<file path="config.mk">
export PLATFORM = sky130hd
export DESIGN_NAME = fwd_hazard_ctrl
export DESIGN_NICKNAME = d
export VERILOG_FILES = /design/src/rtl/fwd_pkg.sv /design/src/rtl/fwd_scoreboard.sv /design/src/rtl/fwd_hazard_ctrl.sv
export SDC_FILE = /design/constraint.sdc
export NUM_CORES = 1
export LEC_CHECK = 0
export BUFFER_PORTS_ARGS = -buffer_cell sky130_fd_sc_hd__buf_2
export CAP_MARGIN = 5
export CORE_UTILIZATION = 30
export DETAILED_ROUTE_END_ITERATION = 10
export PLACE_DENSITY = 0.47
export SYNTH_ARGS = -nofsm -noshare
export SYNTH_HDL_FRONTEND = slang
export SYNTH_HIERARCHICAL = 1
export SYNTH_SLANG_ARGS = --single-unit
</file>
<file path="constraint.sdc">
create_clock -name clk -period 2.52 [get_ports clk]
set_input_delay 0.252 -clock clk [delete_from_list [all_inputs] [get_ports clk]]
set_output_delay 0.252 -clock clk [all_outputs]
set_load 0.05 [all_outputs]
</file>
<file path="src/rtl/fwd_pkg.sv">
// Shared types and constants for the forwarding/hazard controller.
package fwd_pkg;

  localparam int REG_AW_DEF = 5;
  // Scoreboard rd field is sized for the widest register file this block supports.
  localparam int RD_W = 8;
  localparam logic [RD_W-1:0] REG_ZERO = '0;

  typedef struct packed {
    logic            valid;
    logic [RD_W-1:0] rd;
    logic            is_load;
  } sb_entry_t;

endpackage

</file>
<file path="src/rtl/fwd_scoreboard.sv">
// In-flight destination pipe (sb[0] = EX) with per-position source-register match vectors.
module fwd_scoreboard
  import fwd_pkg::*;
#(
  parameter int PIPE_DEPTH = 3,
  parameter int REG_AW     = REG_AW_DEF
) (
  input  logic                  clk,
  input  logic                  rst,
  input  sb_entry_t             ins,
  input  logic [REG_AW-1:0]     rs1,
  input  logic [REG_AW-1:0]     rs2,
  output logic [PIPE_DEPTH-1:0] match1,
  output logic [PIPE_DEPTH-1:0] match2,
  output logic                  head_is_load
);

  sb_entry_t       sb_reg [PIPE_DEPTH];
  sb_entry_t       sb_in  [PIPE_DEPTH];
  logic [RD_W-1:0] rs1_ext;
  logic [RD_W-1:0] rs2_ext;

  assign rs1_ext      = RD_W'(rs1);
  assign rs2_ext      = RD_W'(rs2);
  assign head_is_load = sb_reg[0].is_load;

  genvar gi;
  generate
    for (gi = 0; gi < PIPE_DEPTH; gi++) begin : g_stage
      if (gi == 0) begin : g_head
        assign sb_in[gi] = ins;
      end else begin : g_tail
        assign sb_in[gi] = sb_reg[gi-1];
      end
      // x0 never matches, so a write to x0 can never create a hazard.
      assign match1[gi] = sb_reg[gi].valid && (rs1_ext != REG_ZERO) && (sb_reg[gi].rd == rs1_ext);
      assign match2[gi] = sb_reg[gi].valid && (rs2_ext != REG_ZERO) && (sb_reg[gi].rd == rs2_ext);
    end
  endgenerate

  always_ff @(posedge clk or posedge rst) begin
    if (rst) begin
      for (int i = 0; i < PIPE_DEPTH; i++) sb_reg[i] <= '0;
    end else begin
      for (int i = 0; i < PIPE_DEPTH; i++) sb_reg[i] <= sb_in[i];
    end
  end

endmodule

</file>
<file path="src/rtl/fwd_hazard_ctrl.sv">
// Decode/execute forwarding and hazard controller: stalls decode and registers operand selects.
// Optional FWD_HAZARD_CTRL_PERF_EN adds saturating stall / forward performance counters.
module fwd_hazard_ctrl
  import fwd_pkg::*;
#(
  parameter int PIPE_DEPTH = 3,
  parameter int REG_AW     = REG_AW_DEF
) (
  input  logic              clk,
  input  logic              rst,
  input  logic              id_valid_i,
  output logic              id_ready_o,
  input  logic [REG_AW-1:0] id_rs1_i,
  input  logic [REG_AW-1:0] id_rs2_i,
  input  logic              id_rs1_used_i,
  input  logic              id_rs2_used_i,
  input  logic [REG_AW-1:0] id_rd_i,
  input  logic              id_we_i,
  input  logic              id_is_load_i,
  input  logic              id_use_pc_i,
  input  logic              id_use_imm_i,
  input  logic              flush_i,
  output logic              ex_valid_o,
  output logic              A1_sel_o,
  output logic              B1_sel_o,
  output logic              A2_sel_o,
  output logic              B2_sel_o,
  output logic              stall_o
`ifdef FWD_HAZARD_CTRL_PERF_EN
  ,
  output logic [31:0]       perf_stall_cnt_o,
  output logic [31:0]       perf_fwd_cnt_o
`endif
);

  logic [PIPE_DEPTH-1:0] match1;
  logic [PIPE_DEPTH-1:0] match2;
  logic [PIPE_DEPTH-1:0] use1;
  logic [PIPE_DEPTH-1:0] use2;
  logic                  head_is_load;
  logic                  hazard;
  logic                  issue;
  logic                  fwd_a;
  logic                  fwd_b;
  sb_entry_t             ins;

  fwd_scoreboard #(
    .PIPE_DEPTH(PIPE_DEPTH),
    .REG_AW    (REG_AW)
  ) u_sb (
    .clk         (clk),
    .rst         (rst),
    .ins         (ins),
    .rs1         (id_rs1_i),
    .rs2         (id_rs2_i),
    .match1      (match1),
    .match2      (match2),
    .head_is_load(head_is_load)
  );

  assign use1 = match1 & {PIPE_DEPTH{id_rs1_used_i}};
  assign use2 = match2 & {PIPE_DEPTH{id_rs2_used_i}};

  // Only an ALU result in EX can be forwarded; a load in EX or anything older must stall.
  assign fwd_a  = use1[0] & ~head_is_load;
  assign fwd_b  = use2[0] & ~head_is_load;
  assign hazard = ((use1[0] | use2[0]) & head_is_load)
                | (|use1[PIPE_DEPTH-1:1]) | (|use2[PIPE_DEPTH-1:1]);

  assign stall_o    = id_valid_i & ~flush_i & hazard;
  assign id_ready_o = ~stall_o;
  assign issue      = id_valid_i & ~stall_o & ~flush_i;

  always_comb begin
    ins = '0;
    if (issue) begin
      ins.valid   = id_we_i & (id_rd_i != '0);
      ins.rd      = RD_W'(id_rd_i);
      ins.is_load = id_is_load_i;
    end
  end

  always_ff @(posedge clk or posedge rst) begin
    if (rst) begin
      ex_valid_o <= 1'b0;
      A1_sel_o   <= 1'b0;
      B1_sel_o   <= 1'b0;
      A2_sel_o   <= 1'b0;
      B2_sel_o   <= 1'b0;
    end else begin
      ex_valid_o <= issue;
      A1_sel_o   <= issue & fwd_a;
      B1_sel_o   <= issue & fwd_b;
      A2_sel_o   <= issue & id_use_pc_i;
      B2_sel_o   <= issue & id_use_imm_i;
    end
  end

`ifdef FWD_HAZARD_CTRL_PERF_EN
  always_ff @(posedge clk or posedge rst) begin
    if (rst) begin
      perf_stall_cnt_o <= '0;
      perf_fwd_cnt_o   <= '0;
    end else begin
      if (stall_o && (perf_stall_cnt_o != '1)) perf_stall_cnt_o <= perf_stall_cnt_o + 32'd1;
      if (issue && (fwd_a || fwd_b) && (perf_fwd_cnt_o != '1)) perf_fwd_cnt_o <= perf_fwd_cnt_o + 32'd1;
    end
  end
`endif

endmodule

</file>
Word-level counts from Yosys, hierarchy flattened. Cells that the tools add are included.

Register bits after elaboration: 33. Input bits: 25. Output and inout port bits: 7.

Eq/ne operators: 6. Muxes and demuxes: 1. Bitwise gates (word level): 20. Reductions and logical operators: 17.

Operators with widths (count): $eq A8 B5 Y1 (6); $reduce_bool A8 Y1 (2); $and A1 B1 Y1 (12); $logic_and A1 B1 Y1 (12); $mux W10 (1); $and A3 B3 Y3 (2); $reduce_bool A5 Y1 (1); $reduce_or A2 Y1 (2); $not A1 Y1 (3); $or A1 B1 Y1 (3).

Longest topological paths before layout. Gate-level depths: netlist of the first run.

Word-level depth: 13. Gate-level depth with buffers: 7. Mapped depth without buffers: 6.

Cells and area by module. The synthesis of the first run kept the hierarchy.

Modules (own cells, without submodules): fwd_scoreboard (times used 1, cells an instance 78, area an instance 1096.1 µm², seq. area each 700.7 µm²); fwd_hazard_ctrl (times used 1, cells an instance 33, area an instance 297.8 µm², seq. area each 125.1 µm²).

Worst setup path before layout of the first run. No wires, ideal clock.

Path kind: reg2out. Start: register, netlist name u_sb/sb_in[16]. End: output port stall_o. Data arrival time: 2.237 ns. Required time: 2.268 ns. Slack: 0.031 ns. Stages on the path, launching flop included: 8. Buffers on the path: 1. Cell sequence: dfrtp_1 > nor4b_1 > nand4_1 > nor4_1 > a22o_2 > nand2_1 > buf_6 > a31oi_1.

Longest elaborated chain between the ends: 8.

Ends and longest elaborated chain: $eq A8 B5 Y1 (RTL line fwd_scoreboard.sv:37) `assign match2[gi] = sb_reg[gi].valid && (rs2_ext != REG_ZERO) && (sb_reg[gi].rd == rs2_ext);`; $logic_and A1 B1 Y1 (RTL line fwd_scoreboard.sv:37); net match2[0] (RTL line fwd_hazard_ctrl.sv:37) `logic [PIPE_DEPTH-1:0] match2;`; $and A3 B3 Y3 (RTL line fwd_hazard_ctrl.sv:62) `assign use2 = match2 & {PIPE_DEPTH{id_rs2_used_i}};`; $or A1 B1 Y1 (RTL line fwd_hazard_ctrl.sv:67) `assign hazard = ((use1[0] | use2[0]) & head_is_load)`; $and A1 B1 Y1 (RTL line fwd_hazard_ctrl.sv:67); $or A1 B1 Y1 (2 in series) (RTL line fwd_hazard_ctrl.sv:68) `| (|use1[PIPE_DEPTH-1:1]) | (|use2[PIPE_DEPTH-1:1]);`; $and A1 B1 Y1 (RTL line fwd_hazard_ctrl.sv:70) `assign stall_o = id_valid_i & ~flush_i & hazard;`; to (decl) (RTL line fwd_hazard_ctrl.sv:28) `output logic stall_o`.

The timed path passes the listed nets, and every way through them passes these cells.

Final worst setup path of the first run.
Start: register, netlist name u_sb/sb_in[17]. End: output port stall_o.

Longest elaborated chain between the ends: 8.

Ends and longest elaborated chain (RTL line): $eq A8 B5 Y1 (fwd_scoreboard.sv:37); $logic_and A1 B1 Y1 (fwd_scoreboard.sv:37); net match2[0] (fwd_hazard_ctrl.sv:37); $and A3 B3 Y3 (fwd_hazard_ctrl.sv:62); $or A1 B1 Y1 (fwd_hazard_ctrl.sv:67); $and A1 B1 Y1 (fwd_hazard_ctrl.sv:67); $or A1 B1 Y1 (2 in series) (fwd_hazard_ctrl.sv:68); $and A1 B1 Y1 (fwd_hazard_ctrl.sv:70).

The timed path passes the listed nets, and every way through them passes these cells.

==> flow_summary.toml, run 1 <==
[run_status]
status = "finished, final reports clean"

[placement]
portBuffers = 31
placed_area_mm2 = 0.001633
place.gp.congestion = 0.8007
hpwl_um = 2258
place_inst = 198

[power]
p_leak_nw = 0.8422
p_int_uw = 845.5
p_seq_frac = 0.515
peakVddDrop_mv = 0.2069
clock_power_share = 0.388
pwr-share-comb = 0.097
powerDensity_mw_per_mm2 = 611.7
total_power_mw = 1.102
swShare = 0.2328
p_sw_uw = 256.6

[clock_tree]
cts_buffers = 5
cts.path.max_buffers = 2
insertion_delay_ns = 0.28
clockRootBuffer = "clkbuf_8"
clock_sinks = 33
cts_tree = "yes"
cts_max_level = 2
path_clk_slew_ns = 0.07

[sta]
drv_slew = 0
fmax_mhz = 416.0
setup_viol = 0
finalCriticalPeriod_ns = 2.404
min_period_over_period = 0.9539
skew_ns = 0.007890
hold_viol = 0
worst_hold_slack_ns = 0.2064

[die]
placementRows = 24
dieArea_mm2 = 0.004922
die_h_um = 70.16
core_area_mm2 = 0.004414
start_util = 0.3158
pin_count = 32
die_w_um = 70.16

[synthesis]
synthCells = 111
ys_seq_elements = 33
netlist_area_mm2 = 0.001394
yosys_warnings = 6
seq_area_frac_synth = 0.5925
synth_cell_type_count = 23
avgSynthCellArea_um2 = 12.56

[detailed_routing]
vias = 999
antenna_left = 0
viasPerCell = 4.780
drc = 0
drt_wl_total_um = 2944
first_pass_iters = 4
drtIter0Drc = 41
routedWlPerCell_um = 14.09

[final_layout]
diodes = 0
multi_input_area_um2 = 590.6
fin_area_mm2 = 0.001802
largest_register_ffs = 18
ff_latch_area_um2 = 825.8
drive_gt1_frac = 0.3439
post-route-util = 0.4082
final_cells = 209
area_growth_pct = 29.26
nNetsFinal = 181
fill_cells = 448

[grt]
antenna_found_initial = 0
first_global_vias = 1044
grt_max_degree = 29
grt_pass1_wl_um = 4747
grt-ovfl-total = 0
grtUsageTotal = 0.1268

[worst_setup_path]
path_class = "flop to primary output"
crit_fanout = 3
critPathLaunchType = "flop"
cp.arrival_ns = 2.15
endpoint_kind = "primary output"
cp.required_ns = 2.27

[flow_run]
max-cap-violations = 0

[hold_path]
hold_path.class = "primary input to flop"
[worst max-delay path: stages, from the launching register on]
cell and delay [ns]:
dfrtp_1 0.39, nor4b_2 0.27, buf_4 0.15, nand4_1 0.08, nor4_2 0.34, a22o_2 0.22, nand2_2 0.07, a31oi_1 0.14
buf_4 0.22
[metal layers]
metal	global-route usage	routed length [µm]	vias up
met5	0	0	-
met4	0.05556	42	0
met3	0.03752	201	4
met2	0.1902	1365	39
met1	0.1696	1335	477
li1	-	-	479
[synth_stat cells]
master	instances	share of area
nor4b_1	3	0.019
nand3b_1	1	0.0054
xor2_1	12	0.075
nor4_1	6	0.027
a31o_2	1	0.0063
nor3b_1	1	0.0054
nand4_1	6	0.027
or4_1	3	0.016
a22o_2	1	0.0072
dfrtp_1	33	0.59
conb_1	1	0.0027
nand2b_1	1	0.0045
and3b_1	1	0.0063
a31oi_1	1	0.0045
nand2_1	3	0.0081
inv_1	2	0.0054
buf_6	1	0.0081
and3_1	8	0.036
xnor2_1	18	0.11
nor3_1	2	0.0072
nor2_2	2	0.0090
o21ai_1	3	0.011
a21oi_1	1	0.0036
[logic make-up after synthesis]
group                  synth area share
XOR/XNOR                         0.1885
AND/OR/NAND/NOR                  0.1706
other                          0.002690
AO/OA/AOI/OAI                   0.03231
flip-flops                       0.5925
buffers and inverters           0.01347
[worst paths after layout]
kind / cells past startpoint / start / slack, ns / end
max reg2reg: 6 / u_sb/sb_reg[6]$_DFF_PP0_ / 0.56 / A2_sel_o$_DFF_PP0_
min in group asynchronous: 3 / rst / 0.44 / A1_sel_o$_DFF_PP0_
min: 2 / id_use_imm_i / 0.21 / B2_sel_o$_DFF_PP0_
max in group asynchronous: 4 / rst / 1.66 / u_sb/sb_in[14]$_DFF_PP0_
min reg2reg: 0 / u_sb/sb_in[9]$_DFF_PP0_ / 0.37 / u_sb/sb_reg[9]$_DFF_PP0_
max: 8 / u_sb/sb_in[17]$_DFF_PP0_ / 0.12 / stall_o
[power groups by stage]
stage	Combinational, mW	Clock (mW)	Sequential [mW]
3_3_place_gp	0.102	0	0.575
6_report	0.107	0.428	0.567
5_1_grt	0.117	0.458	0.570
4_1_cts	0.105	0.437	0.566
3_5_place_dp	0.103	0	0.576
2_1_floorplan	0.0510	0	0.579
[per-stage QoR]
stage | TNS, ns | worst slack (ns)
3_3_place_gp | 0 | 0.3153
3_5_place_dp | 0 | 0.3327
2_1_floorplan | 0 | 0.03143
5_1_grt | -0.03467 | -0.02343
6_report | 0 | 0.1162
4_1_cts | 0 | 0.008122
[placed cells by master, fill, tap and decap left out, drive strengths merged, types with 2 or more instances in the layout]
cell type,count
o21ai,3
nand4,6
buf,36
nand2,3
and3,8
inv,2
or4,3
nor4b,3
nor2,2
nor4,6
nor3,2
conb,3
clkbuf,7
xnor2,18
xor2,12
dfrtp,33
[timing repair]
item / in CTS / in global routing
gates resized for setup: 0 / 11
hold endpoints to repair: 5 / 0
buffers inserted: 0 / 2
hold buffers: 1 / 0
endpoints found under the setup margin: 0 / 2
[area by class of cell]
type                    count  area share
flip-flops and latches     33      0.4583
inverters                   2    0.004167
clock inverters             1    0.002778
well taps                  52     0.03611
multi-input cells          77      0.3278
repair buffers             37      0.1174
clock buffers               7     0.05347
Power figures use the tool's default switching activity.
==> run 2, diff against run 1 <==
--- a/config.mk
+++ b/config.mk
@@ -7,6 +7,7 @@
 export LEC_CHECK = 0
 export BUFFER_PORTS_ARGS = -buffer_cell sky130_fd_sc_hd__buf_2
 export CAP_MARGIN = 5
+export CORE_MARGIN = 3
 export CORE_UTILIZATION = 30
 export DETAILED_ROUTE_END_ITERATION = 10
 export PLACE_DENSITY = 0.47
==> run 2 against run 1 <==
Cell count down 1.9%. Worst setup slack better by 0.015 ns. Sequential cell count did not move. Critical endpoint unchanged.
==> flow_summary.toml, run 2 (synthesized netlist as in run 1, its figures left out) <==
[run_status]
status = "finished, final reports clean"

[worst_setup_path]
path_class = "flop to primary output"
path_cells = "nor4b_4 -> nand4_1 -> nor4_2 -> a22o_2 -> nand2_1 -> a31oi_1 -> buf_4"
cp.required_ns = 2.27
r2r_cells = 7
endpoint_kind = "primary output"
reg2reg_setup_slack_ns = 0.58
cp.arrival_ns = 2.14
cp_slowest_cell = "dfrtp_1"
cpPeakStageDelay_ns = 0.40
crit_fanout = 3
critPathLaunchType = "flop"

[sta]
setup_viol = 0
drv_slew = 0
finalCriticalPeriod_ns = 2.389
setup_tns_ns = 0
setup_ws_ns = 0.1313
min_period_over_period = 0.9479
fmax_mhz = 418.6
rsz0062_at_grt = "true"
hold_viol = 0
skew_ns = 0.003904

[detailed_routing]
drt_wl_total_um = 2920
drc = 0
antenna_left = 0
vias = 967
routedWlPerCell_um = 14.24
first_pass_iters = 4
drtIter0Drc = 48
viasPerCell = 4.717

[clock_tree]
cts_tree = "yes"
path_clk_slew_ns = 0.06
cts_max_level = 2
cts.path.max_buffers = 2
clock_sinks = 33
cts_buffers = 5
post-cts-setup-buffers = 0
clockRootBuffer = "clkbuf_8"
insertion_delay_ns = 0.28

[final_layout]
nNetsFinal = 178
area_growth_pct = 27.29
diodes = 0
final_common_cell = "dfrtp_1"
drive_gt1_frac = 0.3203
fin_area_mm2 = 0.001774
largest_register_ffs = 18
mostFrequentLayoutCells = "dfrtp_1, buf_2, xnor2_1, xor2_1, and3_1"
final_cells = 205

[grt]
grt-ovfl-total = 0
first_global_vias = 1008
grt_max_degree = 29
grt_pass1_wl_um = 4678
grtUsageTotal = 0.1155
antenna_found_initial = 0

[die]
core_area_mm2 = 0.004414
dieArea_mm2 = 0.005500
die_h_um = 74.16
die_w_um = 74.16
start_util = 0.3158
pin_count = 32
placementRows = 24

[placement]
place_inst = 197
placed_area_mm2 = 0.001625
portBuffers = 31
place.gp.congestion = 0.8121
place_ws_ns = 0.2321

[hold_path]
hold_path_depth = 2
hold_path.class = "primary input to flop"

[power]
peakVddDrop_mv = 0.1880
powerDensity_mw_per_mm2 = 599.3
p_leak_nw = 0.8179
total_power_mw = 1.063

[flow_run]
max-cap-violations = 0
[run 2: cell count changes in the layout (fill, tap and decap cells not counted)]
cell,delta
buf_4,-3
clkbuf_8,-1
clkinv_2,-1
clkinvlp_4,+1
nand2_1,+1
nand2_2,-1
nor4b_2,-1
nor4b_4,+1
[run 2: per-layer routing]
metal | vias up | GRT usage | wire length, µm
li1 | 474 | - | -
met1 | 461 | 0.1513 | 1356
met2 | 28 | 0.1762 | 1360
met3 | 4 | 0.02162 | 154
met4 | 0 | 0.07243 | 48
met5 | - | 0 | 0
[run 2: power by group]
| part | leakage, nW | internal (mW) | switching, mW |
|---|---|---|---|
| Combinational | 0.346 | 0.0473 | 0.0573 |
| Sequential | 0.428 | 0.551 | 0.0174 |
| Clock | 0.0433 | 0.215 | 0.175 |
[run 2: through the flow]
stage | hold slack, ns | util
after floorplan | 0.03052 | -
after global placement | 0.1546 | 0.3682
after detailed placement | 0.1646 | 0.3682
after CTS | 0.1914 | 0.3937
after global routing | 0.2107 | 0.4019
final | 0.2007 | 0.4019
[run 2: path summary, 6_finish.rpt]
kind,startpoint,to
setup / recovery,u_sb/sb_in[17]$_DFF_PP0_,stall_o
hold reg to reg,u_sb/sb_in[9]$_DFF_PP0_,u_sb/sb_reg[9]$_DFF_PP0_
hold / removal,id_use_pc_i,A2_sel_o$_DFF_PP0_
max in group asynchronous,rst,u_sb/sb_reg[6]$_DFF_PP0_
setup reg to reg,u_sb/sb_in[17]$_DFF_PP0_,u_sb/sb_in[13]$_DFF_PP0_
min in group asynchronous,rst,ex_valid_o$_DFF_PP0_
[run 2: layout make-up]
cell class              instances  area (µm²)
clock buffers                   6       82.58
clock inverters                 1       7.507
fillers                       422        2640
inverters                       2       7.507
multi-input cells              77       596.8
flip-flops and latches         33       825.8
well taps                      52       65.06
repair buffers                 34       188.9
[run 2: critical path, delay by kind of cell (launching register included)]
family	cells	cell delay [ns]
buffers and inverters	1	0.22
AO/OA/AOI/OAI	2	0.36
flip-flops	1	0.40
AND/OR/NAND/NOR	4	0.88
[run 2: what timing repair did]
action | in CTS | in global routing
pin swaps | 0 | 4
gates resized for setup | 2 | 9
hold buffers | 1 | 0
setup endpoints to repair | 2 | 2
hold endpoints to repair | 5 | 0
==> run 3, diff against run 2 <==
--- a/config.mk
+++ b/config.mk
@@ -8,9 +8,9 @@
 export BUFFER_PORTS_ARGS = -buffer_cell sky130_fd_sc_hd__buf_2
 export CAP_MARGIN = 5
 export CORE_MARGIN = 3
-export CORE_UTILIZATION = 30
+export CORE_UTILIZATION = 53
 export DETAILED_ROUTE_END_ITERATION = 10
-export PLACE_DENSITY = 0.47
+export PLACE_DENSITY = 0.77
 export SYNTH_ARGS = -nofsm -noshare
 export SYNTH_HDL_FRONTEND = slang
 export SYNTH_HIERARCHICAL = 1
==> run 3 against run 2 <==
Sequential cell count unchanged. Utilization grew 33 points. Critical path depth fell by 1. First-iteration DRC count down 42%. Hold slack lost 0.043 ns. Worst setup slack got worse by 0.00067 ns. Global-route usage is 7.9 points higher. Wire length fell by 2.1%. Clock skew grew 0.0047 ns. Largest cell class unchanged. Highest routed layer unchanged.
==> flow_summary.toml, run 3 (synthesized netlist as in run 1, its figures left out) <==
[run_status]
status = "finished, final reports clean"

[power]
swShare = 0.2622
p_sw_uw = 249.3
p_int_uw = 701.6
pwr-share-comb = 0.111
total_power_uw = 950.9
powerDensity_mw_per_mm2 = 553.9
p_leak_nw = 0.8028
clock_power_share = 0.292
p_seq_frac = 0.597
peakVddDrop_mv = 0.4596

[final_layout]
drive_gt1_frac = 0.3399
fin_area_mm2 = 0.001717
final_cells = 181
largest_register_ffs = 18
nNetsFinal = 177
multi_input_area_um2 = 611.8
mostFrequentLayoutCells = "dfrtp_1, buf_2, xnor2_1, xor2_1, and3_1"
post-route-util = 0.7271
final_common_cell = "dfrtp_1"
diodes = 0
fill_cells = 171
area_growth_pct = 23.16
ff_latch_area_um2 = 825.8

[clock_tree]
path_clk_slew_ns = 0.10
cts.path.max_buffers = 2
clockRootBuffer = "clkbuf_4"
cts_max_level = 2
cts_buffers = 5
clock_sinks = 33
cts_tree = "yes"
insertion_delay_ns = 0.33

[worst_setup_path]
endpoint_kind = "primary output"
path_class = "flop to primary output"
critPathLaunchType = "flop"
crit_fanout = 4
cp.required_ns = 2.27
cp.arrival_ns = 2.14

[sta]
setup_ws_ns = 0.1306
skew_ns = 0.008582
finalCriticalPeriod_ns = 2.389
worst_hold_slack_ns = 0.1580
tightest_slew_ns = 1.003
setup_tns_ns = 0
min_period_over_period = 0.9482
fmax_mhz = 418.5
slew_headroom = 0.3305
drv_slew = 0
hold_viol = 0
setup_viol = 0

[placement]
place_ws_ns = 0.2678
hpwl_um = 2136
place_inst = 172
portBuffers = 31
place.gp.congestion = 0.9187
placed_area_mm2 = 0.001588

[detailed_routing]
viasPerCell = 5.486
antenna_left = 0
first_pass_iters = 4
routedWlPerCell_um = 15.80
drt_wl_total_um = 2859
drc = 0
vias = 993
drtIter0Drc = 28

[die]
start_util = 0.5904
core_area_mm2 = 0.002361
die_w_um = 57.28
placementRows = 17
pin_count = 32
dieArea_mm2 = 0.003281
die_h_um = 57.28

[grt]
antenna_found_initial = 0
grt-ovfl-total = 0
grt_pass1_wl_um = 4698
grt_max_degree = 29
grtUsageTotal = 0.1944
first_global_vias = 1057

[flow_run]
max-cap-violations = 0

[hold_path]
hold_path.class = "primary input to flop"
## run 3: area by class of cell
cell class                 count  share of cell area
sequential                    33              0.4810
multi-input combinational     77              0.3564
timing repair buffer          33              0.1057
clock buffer                   5             0.02187
tap                           28             0.02041
clock inverter                 3             0.01020
inverter                       2            0.004373
## run 3: worst paths after layout
check | from | endpoint | cells after the start | slack [ns]
setup / recovery | u_sb/sb_reg[6]$_DFF_PP0_ | stall_o | 6 | 0.13
hold / removal | id_use_pc_i | A2_sel_o$_DFF_PP0_ | 2 | 0.16
setup reg to reg | u_sb/sb_reg[6]$_DFF_PP0_ | u_sb/sb_in[11]$_DFF_PP0_ | 6 | 0.56
hold reg to reg | u_sb/sb_in[9]$_DFF_PP0_ | u_sb/sb_reg[9]$_DFF_PP0_ | 0 | 0.38
max in group asynchronous | rst | u_sb/sb_in[8]$_DFF_PP0_ | 3 | 1.19
min in group asynchronous | rst | B1_sel_o$_DFF_PP0_ | 3 | 0.37
## run 3: power by group through the flow
| stage | sequential, mW | combinational [mW] | clock (mW) |
|---|---|---|---|
| final | 0.567 | 0.106 | 0.278 |
| after global routing | 0.570 | 0.117 | 0.310 |
| after CTS | 0.566 | 0.104 | 0.289 |
| after detailed placement | 0.576 | 0.101 | 0 |
| after global placement | 0.574 | 0.0972 | 0 |
| after floorplan | 0.579 | 0.0510 | 0 |
## run 3: what timing repair did
| item | in CTS | in global routing |
|---|---|---|
| buffers inserted | 0 | 0 |
| gates resized for setup | 4 | 10 |
| cloned | 0 | 0 |
| hold endpoints to repair | 5 | 0 |
| endpoints found under the setup margin | 2 | 2 |
| hold buffers | 1 | 0 |
| pin swaps | 0 | 0 |
## run 3: layer usage
metal / global-route usage / vias up / part of all wire
li1: - / 472 / -
met1: 0.2320 / 474 / 0.41
met2: 0.3279 / 42 / 0.51
met3: 0.05882 / 5 / 0.069
met4: 0.07947 / 0 / 0.014
met5: 0 / - / 0
## run 3: critical path: stages (launching register included)
cell	delay (ns)
dfrtp_1	0.39
nor4b_2	0.33
nand4_1	0.17
nor4_1	0.29
o21ai_1	0.21
a31oi_1	0.21
buf_4	0.22
